$ cat src/rtl/dmem_pkg.sv
// Shared definitions for the data-memory port arbiter: FSM encoding,
// requester port indices and a word-offset helper.
package dmem_pkg;

    // Arbiter FSM states
    localparam logic [1:0] ST_IDLE  = 2'd0;
    localparam logic [1:0] ST_SERVE = 2'd1;
    localparam logic [1:0] ST_ACK   = 2'd2;

    // Requester port indices
    localparam int PORT_CPU = 0;
    localparam int PORT_DBG = 1;

    // Word offset of a byte address into a 256-word memory
    function automatic logic [7:0] word_off(input logic [31:0] byte_addr);
        return byte_addr[9:2];
    endfunction

endpackage

$ cat src/rtl/rr_arb2.sv
// Two-way request picker. Round-robin on contention (grant the port that
// was not granted last), or fixed priority to port 0 when fixed_prio is set.
module rr_arb2 (
    input  logic [1:0] req,
    input  logic       last,
    input  logic       fixed_prio,
    output logic [1:0] gnt
);

    // One-hot grant; a lone request always wins regardless of history
    always_comb begin
        gnt = 2'b00;
        case (req)
            2'b01:   gnt = 2'b01;
            2'b10:   gnt = 2'b10;
            2'b11:   gnt = (fixed_prio || last) ? 2'b01 : 2'b10;
            default: gnt = 2'b00;
        endcase
    end

endmodule

$ cat src/rtl/dmem_port_arbiter.sv
// Shares a single-port data memory between the CPU load/store port (0) and
// a debug/loader port (1). One word access per transaction, three cycles:
// IDLE (arbitrate and register memory controls), SERVE (memory sees stable
// registered controls), ACK (one-cycle ack with registered read data).
module dmem_port_arbiter
    import dmem_pkg::*;
#(
    parameter int ADDR_W     = 32,
    parameter int DATA_W     = 32,
    parameter int MEM_WORDS  = 256,
    parameter int FIXED_PRIO = 0
) (
    input  logic                  clk,
    input  logic                  rst_n,
    input  logic [1:0]            req_i,
    input  logic [1:0]            we_i,
    input  logic [2*ADDR_W-1:0]   addr_i,
    input  logic [2*DATA_W-1:0]   wdata_i,
    output logic [1:0]            ack_o,
    output logic                  err_o,
    output logic [DATA_W-1:0]     rdata_o,
    output logic                  mem_we_o,
    output logic [ADDR_W-1:0]     mem_addr_o,
    output logic [DATA_W-1:0]     mem_wdata_o,
    input  logic [DATA_W-1:0]     mem_rdata_i
);

    // First byte address past the implemented memory
    localparam logic [ADDR_W:0] ADDR_LIMIT = (ADDR_W+1)'(4 * MEM_WORDS);

    logic [1:0]        state;
    logic              owner;
    logic              last;
    logic              we_q;
    logic              illegal_q;

    logic [1:0]        gnt;
    logic              win;
    logic              sel_we;
    logic              sel_illegal;
    logic [ADDR_W-1:0] sel_addr;
    logic [DATA_W-1:0] sel_wdata;

    rr_arb2 u_arb (
        .req        (req_i),
        .last       (last),
        .fixed_prio (FIXED_PRIO != 0),
        .gnt        (gnt)
    );

    // Select the winning port's attributes and classify its address
    always_comb begin
        win         = gnt[PORT_DBG];
        sel_addr    = win ? addr_i[PORT_DBG*ADDR_W +: ADDR_W] : addr_i[PORT_CPU*ADDR_W +: ADDR_W];
        sel_wdata   = win ? wdata_i[PORT_DBG*DATA_W +: DATA_W] : wdata_i[PORT_CPU*DATA_W +: DATA_W];
        sel_we      = win ? we_i[PORT_DBG] : we_i[PORT_CPU];
        sel_illegal = (sel_addr[1:0] != 2'b00) || ({1'b0, sel_addr} >= ADDR_LIMIT);
    end

    // Transaction FSM; memory controls come straight from these registers so
    // the memory write path never sees combinational glitches
    always_ff @(posedge clk or negedge rst_n) begin
        if (!rst_n) begin
            state       <= ST_IDLE;
            owner       <= 1'b0;
            last        <= 1'b1;      // port 0 preferred on the first tie
            we_q        <= 1'b0;
            illegal_q   <= 1'b0;
            ack_o       <= 2'b00;
            err_o       <= 1'b0;
            rdata_o     <= '0;
            mem_we_o    <= 1'b0;
            mem_addr_o  <= '0;
            mem_wdata_o <= '0;
        end else begin
            case (state)
                ST_IDLE: begin
                    if (req_i != 2'b00) begin
                        owner       <= win;
                        last        <= win;
                        we_q        <= sel_we;
                        illegal_q   <= sel_illegal;
                        mem_addr_o  <= sel_addr;
                        mem_wdata_o <= sel_wdata;
                        mem_we_o    <= sel_we && !sel_illegal;
                        state       <= ST_SERVE;
                    end else begin
                        mem_we_o <= 1'b0;
                    end
                end
                ST_SERVE: begin
                    // Writes leave the previous read word on rdata_o
                    if (!we_q) begin
                        rdata_o <= illegal_q ? '0 : mem_rdata_i;
                    end
                    mem_we_o <= 1'b0;
                    ack_o    <= owner ? 2'b10 : 2'b01;
                    err_o    <= illegal_q;
                    state    <= ST_ACK;
                end
                ST_ACK: begin
                    ack_o <= 2'b00;
                    err_o <= 1'b0;
                    state <= ST_IDLE;
                end
                default: begin
                    ack_o    <= 2'b00;
                    err_o    <= 1'b0;
                    mem_we_o <= 1'b0;
                    state    <= ST_IDLE;
                end
            endcase
        end
    end

endmodule
$ cat config.mk
export PLATFORM = sky130hd
export DESIGN_NAME = dmem_port_arbiter
export DESIGN_NICKNAME = d
export VERILOG_FILES = /design/src/rtl/dmem_pkg.sv /design/src/rtl/rr_arb2.sv /design/src/rtl/dmem_port_arbiter.sv
export SDC_FILE = /design/constraint.sdc
export NUM_CORES = 1
export LEC_CHECK = 0
export ABC_CLOCK_PERIOD_IN_PS = 2100
export BUFFER_PORTS_ARGS = -buffer_cell sky130_fd_sc_hd__buf_2
export CELL_PAD_IN_SITES_DETAIL_PLACEMENT = 1
export CELL_PAD_IN_SITES_GLOBAL_PLACEMENT = 2
export CORE_UTILIZATION = 26
export DETAILED_ROUTE_END_ITERATION = 7
export HOLD_SLACK_MARGIN = 0.06
export PLACE_DENSITY_LB_ADDON = 0.1
export SETUP_SLACK_MARGIN = 0.02
export SLEW_MARGIN = 20
export SYNTH_ARGS = -nofsm -noshare
export SYNTH_HDL_FRONTEND = slang
export SYNTH_HIERARCHICAL = 1
export SYNTH_SLANG_ARGS = --single-unit
$ cat constraint.sdc
create_clock -name clk -period 2.1 [get_ports clk]
set_input_delay 0.105 -clock clk [delete_from_list [all_inputs] [get_ports clk]]
set_output_delay 0.105 -clock clk [all_outputs]
set_load 0.005 [all_outputs]
==> impl_summary.log, run 1 <==
INFO  metric max_stage_delay = 580 ps
INFO  metric p_leak = slightly above 4 nW
INFO  metric clk_root_buffer_cell = clkbuf_16
INFO  metric placementRows = 50
INFO  metric globalRouteTotalUtil = 17.7%
INFO  metric syn-cell-area = 5060 um2
INFO  metric clock_skew = 9.66 ps
INFO  metric finalNetCount = roughly 1,000
INFO  metric grt_overflow_total = 0
INFO  metric post_synth_inst_count = between 400 and 500
INFO  metric cp.required = 2340 ps
INFO  metric count_of_final_hold_check_violations = 0
INFO  metric post-route-drc-count = 0
INFO  metric cts.clk_slew.worst_paths = about 80 ps
INFO  metric power_density = 1080 nW/um2
INFO  metric groute.layer.met1.usage = 19.4%
INFO  metric filler_cell_count = roughly 2,200
INFO  metric hold_start = wdata_i[18]
INFO  metric met2_demand_to_capacity_share_in_global_routing = approximately a third
INFO  metric outcome = complete, no violations
INFO  metric grt-busiest-layer = met2
INFO  metric port-buffer-count = around 270
INFO  metric vias = 4,838
INFO  metric number_of_antenna_violations_at_the_first_check_in_global_routing = 2
INFO  metric report.final.setup_viol = 0
INFO  metric drt-wirelength-per-cell = around 15 um
INFO  metric cts_num_sinks = roughly 110
INFO  metric hold_path.class = primary input to register
INFO  metric critical_path.startpoint = last
INFO  metric critPathMaxFanout = 17
INFO  metric drive_gt1_share = between 30% and 40%
INFO  metric place_worst_setup_slack = 248 ps
INFO  metric chipHeight = between 100 and 150 um
INFO  metric finalMaxSlewViolations = 0
INFO  metric timing.reg2reg.setup_slack = 250 ps
INFO  metric most-common-layout-cells = buf_2 (264), dlygate4sd3_1 (137), dfrtp_1 (105), nand2_1 (91), mux2i_1 (68)
INFO  metric crit_chain = o21ai_1 -> and2_4 -> mux2i_1 -> dlygate4sd3_1 -> o21ai_1
INFO  metric synth.net_count = around 640
INFO  metric holdWs = just over 60 ps
INFO  metric cts_buffers = 9
INFO  metric highest_ir_drop_seen_on_vdd = 0.517 mV
INFO  metric initial_utilization = about 27%
INFO  metric number_of_cells_in_the_finished_layout_apart_from_fillers = roughly 1,100
INFO  metric drt_pass1_iterations = 4
INFO  metric dpl.hpwl = 11,600 um
INFO  metric htree_num_levels = 3
INFO  metric grt_pass1_wl = ~28,000 um
INFO  metric dieArea = between 20,000 and 25,000 um2
INFO  metric tightestPinTransition = between 800 and 900 ps
INFO  metric top_level_ports = between 200 and 300
INFO  metric maximum_clock_frequency = around 540 MHz
INFO  metric initialDrtViolationCount = 73
INFO  metric area.growth.synth_to_final = 62.5%
INFO  metric route.detailed.vias_per_inst = ~4.3
INFO  metric rsz0062_at_grt = no
INFO  metric synth_area_per_cell = 10.7 um2
INFO  metric slowest_stage = dlygate4sd3_1
INFO  metric critical_path.reg2reg.startpoint = last
INFO  metric routed_wl = between 15,000 and 20,000 um
INFO  metric grt_max_degree = 65
INFO  metric crit_end = mem_addr_o[14]
INFO  metric path_common_cell = o21ai_1
INFO  metric antenna_left = 0
INFO  metric slew_headroom = between 40% and 50%
INFO  metric yosys_synthesis_warning_count = 6
INFO  metric chipWidth = around 140 um
INFO  metric final.setup.tns = 0 ps
INFO  metric critical_path_class = register to register
INFO  metric grtUsageMet3 = roughly 5.3%
INFO  metric setup_ws = 249 ps
INFO  metric placed_cells_incl_taps = between 900 and 1,000
INFO  metric mostFrequentLayoutCell = buf_2
INFO  metric clkLatencyLatePin = approximately 360 ps
INFO  metric timing.max_cap.violations = 0
INFO  metric cts-resized-gates = 0
INFO  metric category_of_the_worst_setup_path_capture_point = register
INFO  metric crit_path_start_kind = register
INFO  metric clock_tree.buffer_depth = 2
INFO  metric critical_path_arrival = ~2100 ps
INFO  metric reg2reg_capture_point = mem_addr_o[14]
INFO  metric period_minus_slack = between 1500 and 2000 ps
INFO  metric finalCritPeriodShare = between 80% and 90%
INFO  metric timing.reg2reg.worst_path_depth = 5
INFO  metric floorplan.core_area = around 19,000 um2
INFO  metric gp_congestion = roughly 0.76
INFO  metric tritoncts = done
INFO  metric grt_pass1_vias = between 5,000 and 6,000
state kept, by name, indices dropped and copies added (netlist names):
name         count
ack_o            2
err_o            1
illegal_q        1
last             1
mem_addr_o      32
mem_wdata_o     32
mem_we_o         1
owner            1
rdata_o         32
state            2
we_q             1
metrics by stage:
step	util (%)	instance area (um2)	power (mW)
floorplan	-	5060	5.76
global placement	34.9	6590	7.08
detailed placement	34.9	6590	7.20
CTS	43.6	8230	9.06
global route	43.6	8230	9.66
finish	43.6	8230	8.90
worst max-delay path, delay by kind of cell, from the launching register on:
kind                   cells  cell delay, ps
buffers and inverters      1             580
AND/OR/NAND/NOR            1             350
AO/OA/AOI/OAI              2             190
multiplexers               1             240
flip-flops                 1             370
per-layer routing:
| metal | wire length, um | part of all wire [%] |
|---|---|---|
| met1 | 6810 | 40 |
| met2 | 8760 | 51 |
| met3 | 1210 | 7.0 |
| met4 | 381 | 2.2 |
| met5 | 12 | 0.070 |
final cells by class:
type | count | area, um2 | share of cell area [%]
clock inverters | 2 | 12.5 | 0.152
inverters | 2 | 7.51 | 0.0912
flip-flops and latches | 106 | 2650 | 32.2
clock buffers | 14 | 254 | 3.09
diodes | 1 | 2.50 | 0.0304
well taps | 260 | 325 | 3.95
repair buffers | 413 | 2850 | 34.6
multi-input cells | 331 | 2130 | 25.9
power breakdown:
group / internal [mW] / switching, mW / total [mW]
registers: 2.93 / 0.465 / 3.39
clock network: 0.840 / 0.772 / 1.61
logic: 1.80 / 2.10 / 3.89
worst min path at each step:
stage                                 end  slack (ps)  cells past startpoint
after detailed placement       rdata_o[4]           7                      1
after CTS                  mem_addr_o[26]          60                      3
after global routing       mem_addr_o[26]          80                      3
after global placement         rdata_o[7]           5                      1
final                     mem_wdata_o[18]          60                      3
after floorplan                  ack_o[0]        -190                      0
repair_timing:
action                                 4_1_cts  5_1_grt
setup buffers                                0        0
hold buffers                               137        0
endpoints found under the hold margin      190        0
(Power assumes the default switching activity.)
==> run 2, diff against run 1 <==
Settings changed: CORE_MARGIN set to 4.
==> run 2 against run 1 <==
- non-clock buffer count decreased by 13
- critical path type unchanged
- critical endpoint is now mem_wdata_o[31]
- clock skew increased by 1.2 ps
- sequential share of layout area increased by 0.61 points
- worst setup slack got worse by 120 ps
- fmax decreased by 6.2%
- flip-flop and latch count unchanged
- sequential power about the same
- largest cell class unchanged
- die area increased by 8.7%
- global-route usage decreased by 1.8 points
- first-iteration DRC count decreased by 9.6%
==> impl_summary.log, run 2 (synthesis gave the netlist of run 1 again) <==
INFO  metric crit_chain = o21ai_1 -> and2_4 -> buf_12 -> mux2i_1 -> dlygate4sd3_1 -> o21ai_1
INFO  metric vias = 4,769 (-1.4%)
INFO  metric period_minus_slack = 1970 ps (+122 ps)
INFO  metric initial_utilization = 26.7% (-0.088 points)
INFO  metric globalRouteTotalUtil = 15.9% (-1.8 points)
INFO  metric outcome = complete, no violations
INFO  metric largestRegisters = mem_addr_o x32, mem_wdata_o x32, rdata_o x32
INFO  metric final.setup.tns = 0 ps (unchanged)
INFO  metric chipHeight = 148 um (+4.2%)
INFO  metric dpl.hpwl = 12,900 um (+12%)
INFO  metric grt_overflow_total = 0 (unchanged)
INFO  metric finalCritPeriodShare = 94.0% (+5.8 points)
INFO  metric cts_num_sinks = 106 (unchanged)
INFO  metric floorplan.core_area = 19,000 um2 (+0.33%)
INFO  metric path_common_cell = o21ai_1
INFO  metric timing.critical_path.max_delay_family = buffers and inverters
INFO  metric crit_path_start_kind = register
INFO  metric filler_cell_count = 2,239 (+1.5%)
INFO  metric most-common-layout-cells = buf_2 (264), dlygate4sd3_1 (123), dfrtp_1 (105), nand2_1 (91), mux2i_1 (68)
INFO  metric chipWidth = 148 um (+4.2%)
INFO  metric slew_headroom = 53.0% (+8.8 points)
INFO  metric route.detailed.vias_per_inst = 4.28 (-0.19%)
INFO  metric mostFrequentLayoutCell = buf_2
INFO  metric hold_depth = 3 (unchanged)
INFO  metric drt-wirelength-per-cell = 15.5 um (+1.9%)
INFO  metric slowest_stage = dlygate4sd3_1
INFO  metric holdWs = 63.2 ps (+1.49 ps)
INFO  metric number_of_antenna_violations_at_the_first_check_in_global_routing = 2 (unchanged)
INFO  metric area.growth.synth_to_final = 59.5%
INFO  metric finalNetCount = 1,016 (-1.3%)
INFO  metric category_of_the_worst_setup_path_capture_point = register
INFO  metric clkLatencyLatePin = 350 ps (about the same)
INFO  metric grt_max_degree = 45 (-31%)
INFO  metric clock_skew = 10.9 ps (+1.25 ps)
INFO  metric number_of_buffers_and_inverters_on_the_critical_path = 2 (+1)
INFO  metric p_leak = 3.99 nW (-1.5%)
INFO  metric power_density = 1100 nW/um2 (+1.5%)
INFO  metric rsz0062_at_grt = no
INFO  metric cts_post_setup_buffers_inserted = 0 (unchanged)
INFO  metric critPathMaxFanout = 34 (+17)
INFO  metric grt_pass1_vias = 5,260 (-3.8%)
INFO  metric port-buffer-count = 265 (unchanged)
INFO  metric critical_path_arrival = 2170 ps (+80 ps)
INFO  metric max_stage_delay = 570 ps (about the same)
INFO  metric cts.clk_slew.worst_paths = 70 ps (about the same)
INFO  metric hold_path.class = primary input to register
INFO  metric placementRows = 50 (unchanged)
INFO  metric finalMaxSlewViolations = 0 (unchanged)
INFO  metric maximum_clock_frequency = 507 MHz (-6.2%)
INFO  metric post-route-drc-count = 0 (unchanged)
INFO  metric cp.required = 2300 ps (-40 ps)
INFO  metric antenna_left = 0 (unchanged)
INFO  metric critical_path_class = register to register
INFO  metric drive_gt1_share = 40.2% (+0.76 points)
INFO  metric timing.critical_path.depth = 6 (+1)
INFO  metric count_of_final_hold_check_violations = 0 (unchanged)
INFO  metric tritoncts = done
INFO  metric clock_tree.buffer_depth = 2 (unchanged)
INFO  metric dieArea = 21,800 um2 (+8.7%)
INFO  metric top_level_ports = 266 (unchanged)
INFO  metric drt_pass1_iterations = 4 (unchanged)
INFO  metric routed_wl = 17,300 um (+0.65%)
INFO  metric htree_num_levels = 3 (unchanged)
INFO  metric cts_buffers = 9 (unchanged)
INFO  metric timing.reg2reg.worst_path_depth = 6 (+1)
INFO  metric gp_congestion = 0.736 (-3.6%)
INFO  metric initialDrtViolationCount = 66 (-9.6%)
INFO  metric clk_root_buffer_cell = clkbuf_16
INFO  metric tightestPinTransition = 702 ps (-131 ps)
INFO  metric highest_ir_drop_seen_on_vdd = 0.535 mV (+3.5%)
INFO  metric grt_pass1_wl = 27,700 um (-0.17%)
INFO  metric timing.max_cap.violations = 0 (unchanged)
INFO  metric report.final.setup_viol = 0 (unchanged)
[run 2: cell types whose count changed in the layout (fill, tap and decap cells not counted)]
cell and delta:
buf_12 -1, buf_4 +1, buf_6 +1, clkbuf_1 -1
clkbuf_8 -1, clkinv_2 +1, dlygate4sd3_1 -14
[run 2: cell type report]
| class | count | area (um2) | area share [%] |
|---|---|---|---|
| Tap cell | 260 | 325 | 4.03 |
| Inverter | 2 | 7.51 | 0.0929 |
| Clock inverter | 3 | 17.5 | 0.217 |
| Multi-Input combinational cell | 331 | 2130 | 26.4 |
| Sequential cell | 106 | 2650 | 32.9 |
| Timing Repair Buffer | 400 | 2700 | 33.5 |
| Clock buffer | 12 | 236 | 2.93 |
| Antenna cell | 1 | 2.50 | 0.0310 |
[run 2: what timing repair did]
item	4_1_cts	5_1_grt
endpoints found under the setup margin	0	13
resized for setup	0	1
hold endpoints to repair	112	0
hold buffers	123	0
[run 2: per-layer routing]
metal,track usage (%),vias up,routed length [um],part of all wire [%]
li1,-,2375,-,-
met1,18.8,2225,6970,40
met2,28.1,151,8800,51
met3,5.09,14,1320,7.6
met4,3.77,4,179,1.0
met5,0,-,28,0.16
[run 2: worst paths after layout]
kind                            startpoint              end  slack [ps]
worst min-delay path            wdata_i[5]   mem_wdata_o[5]          60
min in group asynchronous            rst_n      rdata_o[30]         250
max in group asynchronous            rst_n             last        1160
worst max-delay path                  last  mem_wdata_o[31]         130
worst min register to register        last             last         460
worst max register to register        last  mem_wdata_o[31]         130
[run 2: per-stage QoR]
step	cell area, um2	power (mW)	cells	util, %	setup slack (ps)
6_report	8080	8.86	1115	42.6	127
4_1_cts	8070	9.05	1114	42.6	68.6
3_5_place_dp	6590	7.22	976	34.7	431
5_1_grt	8080	9.65	1114	42.6	20.3
3_3_place_gp	6590	7.07	976	34.7	488
2_1_floorplan	5060	5.76	472	-	545
[run 2: worst register-to-register path, stage by stage, from the launching register on]
cell	delay, ps
dfstp_2	370
o21ai_1	120
and2_4	210
buf_12	250
mux2i_1	260
dlygate4sd3_1	570
o21ai_1	60
[run 2: report_power, final]
part           switching, mW  internal [mW]
combinational           2.07           1.81
clock                  0.768          0.798
sequential             0.489           2.93
total                   3.33           5.53
==> run 3, diff against run 2 <==
Settings changed: CTS_BUF_LIST set to sky130_fd_sc_hd__clkbuf_16.
==> run 3 against run 2 <==
- routed wire length barely moved
- clock power hardly changed
- first-iteration DRC count grew 6.1%
- die area unchanged
- non-clock buffer count is the same
- largest power group unchanged
- register-to-register slack about the same
- clock skew about the same
- global-route usage is the same
- via count did not move
- combinational power about the same
- critical path depth stayed put
==> impl_summary.log, run 3 (synthesis gave the netlist of run 1 again) <==
INFO  metric port-buffer-count = 265 (unchanged)
INFO  metric floorplan.core_area = 19,000 um2 (unchanged)
INFO  metric initial_utilization = 26.7% (unchanged)
INFO  metric post-route-drc-count = 0 (unchanged)
INFO  metric top_level_ports = 266 (unchanged)
INFO  metric grt_overflow_total = 0 (unchanged)
INFO  metric finalMaxSlewViolations = 0 (unchanged)
INFO  metric final.setup.tns = 0 ps (unchanged)
INFO  metric critical_path_arrival = 2170 ps (about the same)
INFO  metric design_power_total = 8.85 mW (-0.14%)
INFO  metric placementRows = 50 (unchanged)
INFO  metric timing.critical_path.max_delay_family = buffers and inverters
INFO  metric placed_cells_incl_taps = 976 (unchanged)
INFO  metric category_of_the_worst_setup_path_capture_point = register
INFO  metric number_of_buffers_and_inverters_on_the_critical_path = 2 (unchanged)
INFO  metric highest_ir_drop_seen_on_vdd = 0.535 mV (+0.11%)
INFO  metric max_stage_delay = 570 ps (about the same)
INFO  metric vias = 4,769 (unchanged)
INFO  metric htree_num_levels = 3 (unchanged)
INFO  metric mostFrequentLayoutCell = buf_2
INFO  metric cts.clk_slew.worst_paths = 70 ps (about the same)
INFO  metric routed_wl = 17,300 um (about the same)
INFO  metric drt-wirelength-per-cell = 15.5 um (about the same)
INFO  metric cts_buffers = 9 (unchanged)
INFO  metric initialDrtViolationCount = 70 (+6.1%)
INFO  metric drt_pass1_iterations = 4 (unchanged)
INFO  metric globalRouteTotalUtil = 15.9% (unchanged)
INFO  metric most-common-layout-cells = buf_2 (264), dlygate4sd3_1 (123), dfrtp_1 (105), nand2_1 (91), mux2i_1 (68)
INFO  metric tritoncts = done
INFO  metric grt_max_degree = 45 (unchanged)
INFO  metric dieArea = 21,800 um2 (unchanged)
INFO  metric power_density = 1100 nW/um2 (-0.14%)
INFO  metric report.final.setup_viol = 0 (unchanged)
INFO  metric outcome = complete, no violations
INFO  metric slew_headroom = 53.0% (unchanged)
INFO  metric timing.max_cap.violations = 0 (unchanged)
INFO  metric period_minus_slack = 1970 ps (+0.0190 ps)
INFO  metric antenna_left = 0 (unchanged)
INFO  metric critPathMaxFanout = 34 (unchanged)
INFO  metric clock_skew = 10.8 ps (-0.149 ps)
INFO  metric slowest_stage = dlygate4sd3_1
INFO  metric finalCritPeriodShare = 94.0% (about the same)
INFO  metric rsz0062_at_grt = no
INFO  metric gp_congestion = 0.736 (unchanged)
INFO  metric dpl.hpwl = 12,900 um (unchanged)
INFO  metric grt_pass1_wl = 27,700 um (unchanged)
INFO  metric path_common_cell = o21ai_1
INFO  metric hold_path.class = primary input to register
INFO  metric cts_num_sinks = 106 (unchanged)
INFO  metric clk_root_buffer_cell = clkbuf_16
INFO  metric maximum_clock_frequency = 507 MHz (about the same)
INFO  metric largestRegisters = mem_addr_o x32, mem_wdata_o x32, rdata_o x32
INFO  metric number_of_antenna_violations_at_the_first_check_in_global_routing = 2 (unchanged)
INFO  metric chipWidth = 148 um (unchanged)
INFO  metric chipHeight = 148 um (unchanged)
INFO  metric number_of_cells_in_the_finished_layout_apart_from_fillers = 1,115 (unchanged)
INFO  metric crit_path_start_kind = register
INFO  metric critical_path_class = register to register
INFO  metric clock_tree.buffer_depth = 2 (unchanged)
INFO  metric cp.required = 2300 ps (about the same)
INFO  metric count_of_final_hold_check_violations = 0 (unchanged)
INFO  metric grt_pass1_vias = 5,260 (unchanged)
INFO  metric area.growth.synth_to_final = 59.5% (unchanged)
INFO  metric crit_chain = o21ai_1 -> and2_4 -> buf_12 -> mux2i_1 -> dlygate4sd3_1 -> o21ai_1
INFO  metric tightestPinTransition = 702 ps (unchanged)
INFO  metric finalNetCount = 1,016 (unchanged)
INFO  metric clkLatencyLatePin = 350 ps (about the same)
INFO  metric p_leak = 4.00 nW (+0.31%)
INFO  metric drive_gt1_share = 40.2% (unchanged)
INFO  metric route.detailed.vias_per_inst = 4.28 (unchanged)
-- run 3: cell types whose count changed in the layout (fill, tap and decap cells not counted), sizes merged --
cell	change
clkbuf	-3
inv	+3
-- run 3: power breakdown --
| group | internal, mW | total [mW] | switching [mW] |
|---|---|---|---|
| clock network | 0.783 | 1.55 | 0.770 |
| logic | 1.81 | 3.88 | 2.07 |
| registers | 2.93 | 3.42 | 0.489 |
| total | 5.52 | 8.85 | 3.33 |
-- run 3: what timing repair did --
item / 4_1_cts / 5_1_grt
hold buffers: 123 / 0
resized for setup: 0 / 1
setup buffers: 0 / 0
endpoints found under the hold margin: 112 / 0
setup endpoints to repair: 0 / 13
-- run 3: worst paths after layout --
path                            depth (start not counted)  slack (ps)         endpoint  startpoint
min in group asynchronous                               2         250      rdata_o[30]       rst_n
worst min register to register                          2         460             last        last
worst min-delay path                                    3          60   mem_wdata_o[5]  wdata_i[5]
worst max-delay path                                    6         130  mem_wdata_o[31]        last
worst max register to register                          6         130  mem_wdata_o[31]        last
max in group asynchronous                               3        1160             last       rst_n
-- run 3: metrics by stage --
stage	util, %	setup slack (ps)	hold slack (ps)	area (um2)
after floorplan	-	545	-191	5060
after global placement	34.7	488	99.4	6590
after detailed placement	34.7	431	100	6590
after CTS	42.6	68.2	62.2	8070
after global routing	42.6	20.5	64.2	8080
final	42.6	127	63.6	8080
-- run 3: cell type report --
cell class	count	area [um2]
Clock buffer	9	225
Tap cell	260	325
Sequential cell	106	2650
Inverter	2	7.51
Fill cell	2239	10900
Antenna cell	1	2.50
Clock inverter	6	28.8
Multi-Input combinational cell	331	2130
Timing Repair Buffer	400	2700
-- run 3: worst min-delay path, delay by kind of cell --
kind | cells | cell delay (ps)
mux | 1 | 60
buf+inv | 1 | 80
compound gates | 1 | 120
-- run 3: layer usage --
metal  vias up  part of all wire [%]  GRT usage [%]
met4         4                   1.0           3.77
met2       151                    51           28.1
met5         -                  0.16              0
met1      2225                    40           18.8
li1       2375                     -              -
met3        14                   7.6           5.09
